**src/rtl/iis_tx_sched_if.sv**
```systemverilog
// Frame-push and serializer handshake bundle for the IIS transmit scheduler.
interface iis_tx_sched_if;
  logic        push_valid;
  logic [15:0] push_l;
  logic [15:0] push_r;
  logic        push_ready;
  logic        word_done;
  logic [2:0]  send_ctrl;
  logic [15:0] data_out;

  modport master (output push_valid, push_l, push_r, word_done,
                  input  push_ready, send_ctrl, data_out);
  modport slave  (input  push_valid, push_l, push_r, word_done,
                  output push_ready, send_ctrl, data_out);
endinterface

```
**src/rtl/iis_tx_sched.sv**
```systemverilog
// IIS transmit scheduler: stereo-frame FIFO feeding a serializer one word at a time,
// with underrun/timeout sticky flags and a per-frame interrupt pulse.
module iis_tx_sched #(
  parameter int DEPTH   = 4,
  parameter int TIMEOUT = 1023
) (
  input  logic                   clk_in,
  input  logic                   rstn,
  input  logic                   enable,
  input  logic                   clr_flags,
  iis_tx_sched_if.slave          bus,
  output logic                   busy,
  output logic [$clog2(DEPTH):0] level,
  output logic                   underrun,
  output logic                   timeout_err,
  output logic                   frame_irq
);
  localparam int AW = $clog2(DEPTH);
  localparam int LW = AW + 1;
  localparam int TW = $clog2(TIMEOUT + 1);

  typedef enum logic [2:0] {S_IDLE, S_LOAD_L, S_SEND_L, S_LOAD_R, S_SEND_R} state_t;

  state_t        r_state, w_next;
  logic [31:0]   r_mem [DEPTH];
  logic [AW-1:0] r_wr_ptr, r_rd_ptr;
  logic [LW-1:0] r_level;
  logic [15:0]   r_lword, r_hold;
  logic [TW-1:0] r_tcnt;
  logic          r_busy, r_underrun, r_timeout_err, r_frame_irq;
  logic          w_push, w_pop, w_empty, w_in_send, w_tmo;
  logic [31:0]   w_head;
  logic [2:0]    w_ctrl;
  logic [15:0]   w_data;

  assign w_empty   = (r_level == '0);
  assign w_head    = r_mem[r_rd_ptr];
  assign w_push    = bus.push_valid && bus.push_ready;
  assign w_pop     = (r_state == S_LOAD_L) && !w_empty;
  assign w_in_send = (r_state == S_SEND_L) || (r_state == S_SEND_R);
  // A word_done arriving on the last allowed cycle still counts as on time.
  assign w_tmo     = w_in_send && !bus.word_done && (r_tcnt == TW'(TIMEOUT - 1));

  always_comb begin
    w_next = r_state;
    w_ctrl = 3'b000;
    w_data = '0;
    case (r_state)
      S_IDLE: begin
        if (enable) w_next = S_LOAD_L;
      end
      S_LOAD_L: begin
        w_ctrl = 3'b111;
        w_data = w_pop ? w_head[31:16] : '0;
        w_next = S_SEND_L;
      end
      S_SEND_L: begin
        w_ctrl = 3'b011;
        w_data = r_lword;
        if (bus.word_done) w_next = S_LOAD_R;
        else if (w_tmo)    w_next = S_IDLE;
      end
      S_LOAD_R: begin
        w_ctrl = 3'b101;
        w_data = r_hold;
        w_next = S_SEND_R;
      end
      S_SEND_R: begin
        w_ctrl = 3'b001;
        w_data = r_hold;
        if (bus.word_done) w_next = enable ? S_LOAD_L : S_IDLE;
        else if (w_tmo)    w_next = S_IDLE;
      end
      default: w_next = S_IDLE;
    endcase
  end

  always_ff @(posedge clk_in or negedge rstn) begin
    if (!rstn) begin
      r_state     <= S_IDLE;
      r_busy      <= 1'b0;
      r_tcnt      <= '0;
      r_frame_irq <= 1'b0;
    end else begin
      r_state     <= w_next;
      r_busy      <= (w_next != S_IDLE);
      r_frame_irq <= (r_state == S_SEND_R) && bus.word_done;
      if (w_next != r_state) r_tcnt <= '0;
      else if (w_in_send)    r_tcnt <= r_tcnt + 1'b1;
    end
  end

  always_ff @(posedge clk_in or negedge rstn) begin
    if (!rstn) begin
      r_underrun    <= 1'b0;
      r_timeout_err <= 1'b0;
    end else begin
      if ((r_state == S_LOAD_L) && w_empty) r_underrun <= 1'b1;
      else if (clr_flags)                   r_underrun <= 1'b0;
      if (w_tmo)          r_timeout_err <= 1'b1;
      else if (clr_flags) r_timeout_err <= 1'b0;
    end
  end

  always_ff @(posedge clk_in or negedge rstn) begin
    if (!rstn) begin
      r_wr_ptr <= '0;
      r_rd_ptr <= '0;
      r_level  <= '0;
      r_lword  <= '0;
      r_hold   <= '0;
    end else begin
      if (w_push) r_wr_ptr <= r_wr_ptr + 1'b1;
      if (w_pop)  r_rd_ptr <= r_rd_ptr + 1'b1;
      case ({w_push, w_pop})
        2'b10:   r_level <= r_level + 1'b1;
        2'b01:   r_level <= r_level - 1'b1;
        default: r_level <= r_level;
      endcase
      if (r_state == S_LOAD_L) begin
        r_lword <= w_pop ? w_head[31:16] : '0;
        r_hold  <= w_pop ? w_head[15:0]  : '0;
      end
    end
  end

  always_ff @(posedge clk_in) begin
    if (w_push) r_mem[r_wr_ptr] <= {bus.push_l, bus.push_r};
  end

  assign bus.push_ready = (r_level != LW'(DEPTH));
  assign bus.send_ctrl  = w_ctrl;
  assign bus.data_out   = w_data;
  assign busy           = r_busy;
  assign level          = r_level;
  assign underrun       = r_underrun;
  assign timeout_err    = r_timeout_err;
  assign frame_irq      = r_frame_irq;
endmodule

```
**src/flat_wrapper.sv**
```systemverilog
// flat-port wrapper written by rule: the top's interface ports become plain ports
module iis_tx_sched_flat 
#(
  parameter int DEPTH   = 4,
  parameter int TIMEOUT = 1023
)
  (clk_in, rstn, enable, clr_flags, busy, level, underrun, timeout_err, frame_irq, bus_push_valid, bus_push_l, bus_push_r, bus_word_done, bus_push_ready, bus_send_ctrl, bus_data_out);
  iis_tx_sched_if bus_i ();
  input  logic clk_in;
  input  logic rstn;
  input  logic enable;
  input  logic clr_flags;
  output logic busy;
  output logic [$clog2(DEPTH):0] level;
  output logic underrun;
  output logic timeout_err;
  output logic frame_irq;
  input wire logic [$bits(bus_i.push_valid)-1:0] bus_push_valid;
  input wire logic [$bits(bus_i.push_l)-1:0] bus_push_l;
  input wire logic [$bits(bus_i.push_r)-1:0] bus_push_r;
  input wire logic [$bits(bus_i.word_done)-1:0] bus_word_done;
  output wire logic [$bits(bus_i.push_ready)-1:0] bus_push_ready;
  output wire logic [$bits(bus_i.send_ctrl)-1:0] bus_send_ctrl;
  output wire logic [$bits(bus_i.data_out)-1:0] bus_data_out;
  assign bus_i.push_valid = bus_push_valid;
  assign bus_i.push_l = bus_push_l;
  assign bus_i.push_r = bus_push_r;
  assign bus_i.word_done = bus_word_done;
  assign bus_push_ready = bus_i.push_ready;
  assign bus_send_ctrl = bus_i.send_ctrl;
  assign bus_data_out = bus_i.data_out;
  iis_tx_sched #(.DEPTH(DEPTH), .TIMEOUT(TIMEOUT)) u_core (.clk_in(clk_in), .rstn(rstn), .enable(enable), .clr_flags(clr_flags), .bus(bus_i), .busy(busy), .level(level), .underrun(underrun), .timeout_err(timeout_err), .frame_irq(frame_irq));
endmodule
```
**config.mk**
```make
export PLATFORM = sky130hd
export DESIGN_NAME = iis_tx_sched_flat
export DESIGN_NICKNAME = d
export VERILOG_FILES = /design/src/rtl/iis_tx_sched_if.sv /design/src/rtl/iis_tx_sched.sv /design/src/flat_wrapper.sv
export SDC_FILE = /design/constraint.sdc
export NUM_CORES = 1
export LEC_CHECK = 0
export BUFFER_PORTS_ARGS = -buffer_cell sky130_fd_sc_hd__buf_2
export CAP_MARGIN = 15
export CORE_MARGIN = 2
export CORE_UTILIZATION = 46
export DETAILED_ROUTE_END_ITERATION = 7
export GPL_ROUTABILITY_DRIVEN = 0
export SETUP_SLACK_MARGIN = 0.1
export SYNTH_ARGS = -nofsm -noshare
export SYNTH_HDL_FRONTEND = slang
export SYNTH_SLANG_ARGS = --single-unit
```
**constraint.sdc**
```tcl
create_clock -name clk_in -period 3.1 [get_ports clk_in]
set_input_delay 0 -clock clk_in [delete_from_list [all_inputs] [get_ports clk_in]]
set_output_delay 0 -clock clk_in [all_outputs]
set_load 0.01 [all_outputs]
```
==> results.tsv, run 1 <==
metric	value	unit
IO Port Bufs	64	
vias in the first global route	4167	
fin crit share	0.796	
CTS tree	done	
fraction of layout cells with a size suffix above 1	0.277	
final net count	564	
Worst setup SP type	flip-flop	
Post-synth EDFFs	128	
Row Count	46	
syn_nets	453	
Worst Tran Pin Value	0.892	ns
Multi-input gate area	1930	µm²
crit path max fanout	34	
RSZ-0062 raised after global routing	no	
Worst Path Required	3.10	ns
Initial Utilization	0.468	
Hold WS	0.233	ns
H-tree Lvls	4	
synth unique cells	44	
drt first-iter violations	328	
clk_skew	0.00915	ns
Vias	3953	
largest net degree at the start of global routing	39	
Worst path top cell family by delay	simple AND/OR/NAND/NOR gates	
Antenna Nets Post-Route	0	
worst-path cell chain	or3b_1 -> nor2_8 -> buf_4 -> and2_1 -> a221o_1 -> buf_2	
Wirelength per Cell	18.8	µm
crit path max-delay cell type	dfrtp_1	
post-place setup slack	0.866	ns
Max clock buf depth	2	
drt pass-1 iters	7	
fin worst setup slack	0.632	ns
HP Class	primary input to asynchronous set/reset pin	
sequential standard cell area	5250	µm²
final setup fails	0	
io pins	65	
headroom to the max-slew limit	0.405	
global route total overflow	0	
Routed Wire Length	14000	µm
endpoint class of the critical path	output port	
Period minus WS final	2.47	ns
Core Area	15800	µm²
Peak VDD IR	0.576	mV
Hold Fails Final Rpt	0	
HPWL Detailed	8450	µm
Num CTS Buffers	17	
n_diodes	0	
Mapped Cells	407	
final cell utilization of the core	0.560	
vias per cell	5.29	
die area	17100	µm²
Critical Path AT	2.47	ns
max-slew violation count	0	
Power Density	953	nW/µm²
max-cap check violation count	0	
total global routing track utilization	0.182	
asr flop ratio synth	0.304	
Cell Area, Synth	7380	µm²
Fmax	0.405	GHz
status	completed	
clk_lat worst skew	0.44	ns
Fill cells	1260	
die height	131	µm
setup TNS	0	ns
Horiz. Die Dim	131	µm
kind of critical path	flip-flop to output port	
register area share after synthesis	0.711	
DR DRC count	0	
total power	8.43	mW
Area Growth Syn to Fin	19.8	%
first-pass GRT wire length	22600	µm
initial antenna violation count	0	
synthesized area per cell	18.1	µm²
CP bufs+invs	2	
Yosys Warn Count	0	
delay of the slowest critical-path stage	0.52	ns
LEAKAGE	3.43	nW
#FFs+latches synth	184	
CTS Sinks	184	
Root Buffer	clkbuf_16	
dominant register cell in the synthesized netlist	edfxtp_1	
clk slew on worst S/H paths	0.07	ns
-- per-stage QoR --
step	cells	cell area, µm²
floorplan	407	7380
global placement	678	7910
detailed placement	678	7910
CTS	747	8840
global route	747	8840
finish	747	8840
-- cell type report --
class,count,share of cell area
Tap cell,216,0.0306
Timing Repair Buffer,113,0.0898
Clock buffer,17,0.0481
Clock inverter,15,0.0154
Inverter,10,0.00425
Multi-Input combinational cell,192,0.218
Sequential cell,184,0.594
-- synthesized netlist by cell type (2+ instances only) --
cell type | count | area (µm²)
edfxtp_1 | 128 | 3840
dfrtp_1 | 56 | 1400
mux4_2 | 32 | 721
and2_1 | 18 | 113
a21o_1 | 17 | 128
nor2_1 | 17 | 63.8
a221o_1 | 16 | 160
a22o_1 | 16 | 140
xnor2_1 | 13 | 114
inv_1 | 10 | 37.5
buf_6 | 7 | 78.8
ha_1 | 7 | 87.6
nand2_1 | 6 | 22.5
clkbuf_1 | 5 | 18.8
o21ai_0 | 5 | 25.0
and3_1 | 4 | 25.0
nand3_1 | 4 | 20.0
nor3_1 | 4 | 20.0
buf_2 | 3 | 15.0
buf_4 | 3 | 22.5
nand2b_1 | 3 | 18.8
nor3b_1 | 3 | 22.5
nor4_1 | 3 | 18.8
a211o_1 | 2 | 17.5
buf_8 | 2 | 30.0
nand4_1 | 2 | 12.5
nor2b_1 | 2 | 12.5
or2_2 | 2 | 12.5
xor2_1 | 2 | 17.5
-- flip-flops by register name (all words and copies together) (netlist names), 2 cells and up --
register / flops
u_core.r_rd_ptr: 2
u_core.r_tcnt: 10
u_core.r_lword: 16
u_core.r_hold: 16
u_core.r_state: 3
u_core.r_mem: 128
u_core.r_wr_ptr: 2
u_core.level: 3
-- cells by family (layout without fill, tap and decap cells) --
family	Yosys count	count (layout)	synth area share
xor+xnor	17	17	0.0222
flops	184	184	0.711
compound gates	61	61	0.0688
simple gates	72	72	0.0551
buf+inv	31	155	0.0280
fa+ha+maj	8	8	0.0146
mux	34	34	0.101
-- cells in the final DEF, fill, tap and decap left out, types with 5 or more instances in the layout --
cell and instances:
edfxtp_1 128, buf_2 64, dfrtp_1 55, dlygate4sd3_1 37, mux4_2 32, and2_1 18
nor2_1 17, a21o_1 17, clkbuf_16 17, a221o_1 16, a22o_1 16, xnor2_1 13
buf_4 11, inv_1 10, ha_1 7, nand2_1 6, o21ai_0 5, inv_6 5
-- power by group --
part,internal (mW),total [mW],switching (mW)
clock,1.06,2.04,0.982
sequential,3.30,3.60,0.296
combinational,1.30,2.79,1.49
-- worst paths after layout --
kind | from | slack [ns] | cells after the start | endpoint
max | u_core.r_state[0] | 0.63 | 6 | bus_data_out[1]
min | rstn | 0.23 | 2 | u_core.busy
max reg2reg | u_core.r_state[0] | 0.85 | 8 | u_core.level[2]
min reg2reg | u_core.r_lword[5] | 0.48 | 1 | u_core.r_lword[5]
min in group clk_in | clr_flags | 0.31 | 3 | u_core.timeout_err
max in group asynchronous | rstn | 2.04 | 3 | u_core.r_lword[5]
-- timing repair --
action                    4_1_cts  5_1_grt
buffers inserted                0        0
hold buffers                   37        0
hold endpoints to repair      172        0
resized for setup               0        0
-- routing by layer --
metal,up-vias,track usage,wire length (µm)
met3,9,0.0440,687
met4,0,0.0695,95
met1,2030,0.233,6210
li1,1819,-,-
met5,-,0,0
met2,95,0.305,7030
Power figures use the tool's default switching activity.
==> run 2: changes to the inputs <==
- clock period: 3.1 -> 2.5 ns (I/O delays scaled with it)
==> results.tsv, run 2 (synthesis gave the netlist of run 1 again) <==
metric	value	unit	change
status	completed		unchanged
total power	10.7	mW	was 8.43 mW
clk slew on worst S/H paths	0.07	ns	about the same
fraction of layout cells with a size suffix above 1	0.286		was 0.277
kind of critical path	flip-flop to output port		unchanged
initial antenna violation count	0		unchanged
Root Buffer	clkbuf_16		unchanged
clk_skew	0.00819	ns	was 0.00915 ns
endpoint class of the critical path	output port		unchanged
Wirelength per Cell	19.0	µm	was 18.8 µm
vias in the first global route	4301		was 4167
final setup fails	0		unchanged
CTS tree	done		unchanged
HP Class	primary input to asynchronous set/reset pin		unchanged
Fmax	0.449	GHz	
IO Port Bufs	64		unchanged
Max clock buf depth	2		unchanged
setup TNS	0	ns	unchanged
total global routing track utilization	0.186		was 0.182
Peak VDD IR	0.745	mV	was 0.576 mV
Fill cells	1282		was 1260
die height	131	µm	unchanged
Vias	4016		was 3953
fin worst setup slack	0.271	ns	was 0.632 ns
Power Density	1190	nW/µm²	was 953 nW/µm²
vias per cell	5.33		was 5.29
H-tree Lvls	4		unchanged
worst r2r path cells	10		was 8
HPWL Detailed	8670	µm	was 8450 µm
Row Count	46		unchanged
headroom to the max-slew limit	0.633		was 0.405
fin crit share	0.892		
most common cell after layout, fill and taps aside	edfxtp_1		unchanged
biggest regs	u_core.r_mem: 128 flops, u_core.r_hold: 16 flops, u_core.r_lword: 16 flops		unchanged
Routed Wire Length	14300	µm	was 14000 µm
post-place setup slack	0.359	ns	was 0.866 ns
Critical R2R Launch	u_core.level[0]		was u_core.r_state[0]
CTS Sinks	184		unchanged
drt pass-1 iters	5		was 7
n_diodes	0		unchanged
Horiz. Die Dim	131	µm	unchanged
Num CTS Buffers	17		unchanged
die area	17100	µm²	unchanged
Final Cell Area	8940	µm²	was 8840 µm²
DR DRC count	0		unchanged
crit path max fanout	14		was 34
crit path capture	bus_data_out[1]		unchanged
Area Growth Syn to Fin	21.2	%	was 19.8%
first-pass GRT wire length	23000	µm	was 22600 µm
Hold WS	0.0292	ns	was 0.233 ns
largest net degree at the start of global routing	36		was 39
io pins	65		unchanged
clk_lat worst skew	0.42	ns	was 0.44 ns
flop2flop setup slack	0.34	ns	was 0.85 ns
Placed Area	7970	µm²	was 7910 µm²
Critical Path AT	2.23	ns	was 2.47 ns
Worst R2R End	u_core.level[2]		unchanged
Period minus WS final	2.23	ns	
Initial Utilization	0.468		unchanged
commonest non-fill, non-tap cells in the layout	edfxtp_1, buf_2, dfrtp_1		unchanged
Hold Fails Final Rpt	0		unchanged
max-cap check violation count	0		unchanged
final net count	571		was 564
Antenna Nets Post-Route	0		unchanged
Worst Path Required	2.50	ns	was 3.10 ns
LEAKAGE	3.47	nW	was 3.43 nW
Largest Register	u_core.r_mem		unchanged
Core Area	15800	µm²	unchanged
drt first-iter violations	303		was 328
max reg flops	128		unchanged
global route total overflow	0		unchanged
max-slew violation count	0		unchanged
RSZ-0062 raised after global routing	no		unchanged
Worst setup SP type	flip-flop		unchanged
Worst Tran Pin Value	0.551	ns	was 0.892 ns
Setup crit start	u_core.r_rd_ptr[0]		was u_core.r_state[0]
run 2: cell types whose count changed in the layout (fill, tap and decap cells not counted), sizes merged:
| cell | before | now |
|---|---|---|
| buf | 76 | 83 |
| inv | 18 | 12 |
| clkbuf | 17 | 22 |
| bufinv | 0 | 2 |
| clkinv | 5 | 3 |
| clkinvlp | 2 | 3 |
run 2: stage by stage:
step / cells / util
global placement: 685 / 0.505
CTS: 754 / 0.567
floorplan: 407 / -
global route: 754 / 0.567
detailed placement: 685 / 0.505
finish: 754 / 0.567
run 2: critical path, cell delays in order (launching register included):
cell,delay (ns)
dfrtp_2,0.35
buf_4,0.28
mux4_2,0.54
and2_1,0.19
a221o_1,0.30
buf_2,0.15
run 2: routing by layer:
| layer | track usage | wire length (µm) | vias to the layer above |
|---|---|---|---|
| met2 | 0.313 | 7290 | 105 |
| li1 | - | - | 1826 |
| met1 | 0.237 | 6180 | 2067 |
| met5 | 0 | 0 | - |
| met4 | 0.0613 | 201 | 0 |
| met3 | 0.0485 | 665 | 18 |
run 2: final cells by class:
cell class | count | area (µm²) | share of cell area
inverter | 10 | 37.5 | 0.00420
clock buffer | 22 | 474 | 0.0530
timing repair buffer | 120 | 850 | 0.0950
tap | 216 | 270 | 0.0302
sequential | 184 | 5250 | 0.587
multi-input combinational | 192 | 1950 | 0.218
clock inverter | 10 | 119 | 0.0133
run 2: worst min path at each step:
stage / end / startpoint / cells after the start / slack, ns
finish: u_core.r_lword[4] / rstn / 2 / 0.03
global route: u_core.r_lword[6] / rstn / 2 / 0.04
CTS: u_core.r_hold[4] / rstn / 2 / 0.01
detailed placement: u_core.r_lword[5] / rstn / 1 / -0.08
global placement: u_core.r_lword[6] / rstn / 1 / -0.09
floorplan: u_core.busy / rstn / 0 / -0.30
run 2: power breakdown:
group | leakage, nW | total (mW) | switching [mW] | internal [mW]
Sequential | 1.89 | 4.42 | 0.324 | 4.10
Clock | 0.283 | 2.65 | 1.09 | 1.56
Combinational | 1.31 | 3.59 | 1.91 | 1.68
Total | 3.47 | 10.7 | 3.32 | 7.33
run 2: repair_timing:
action,in CTS,in global routing
hold buffers,37,0
hold endpoints to repair,191,0
endpoints found under the setup margin,5,9
resized for setup,1,1
buffers inserted,0,0
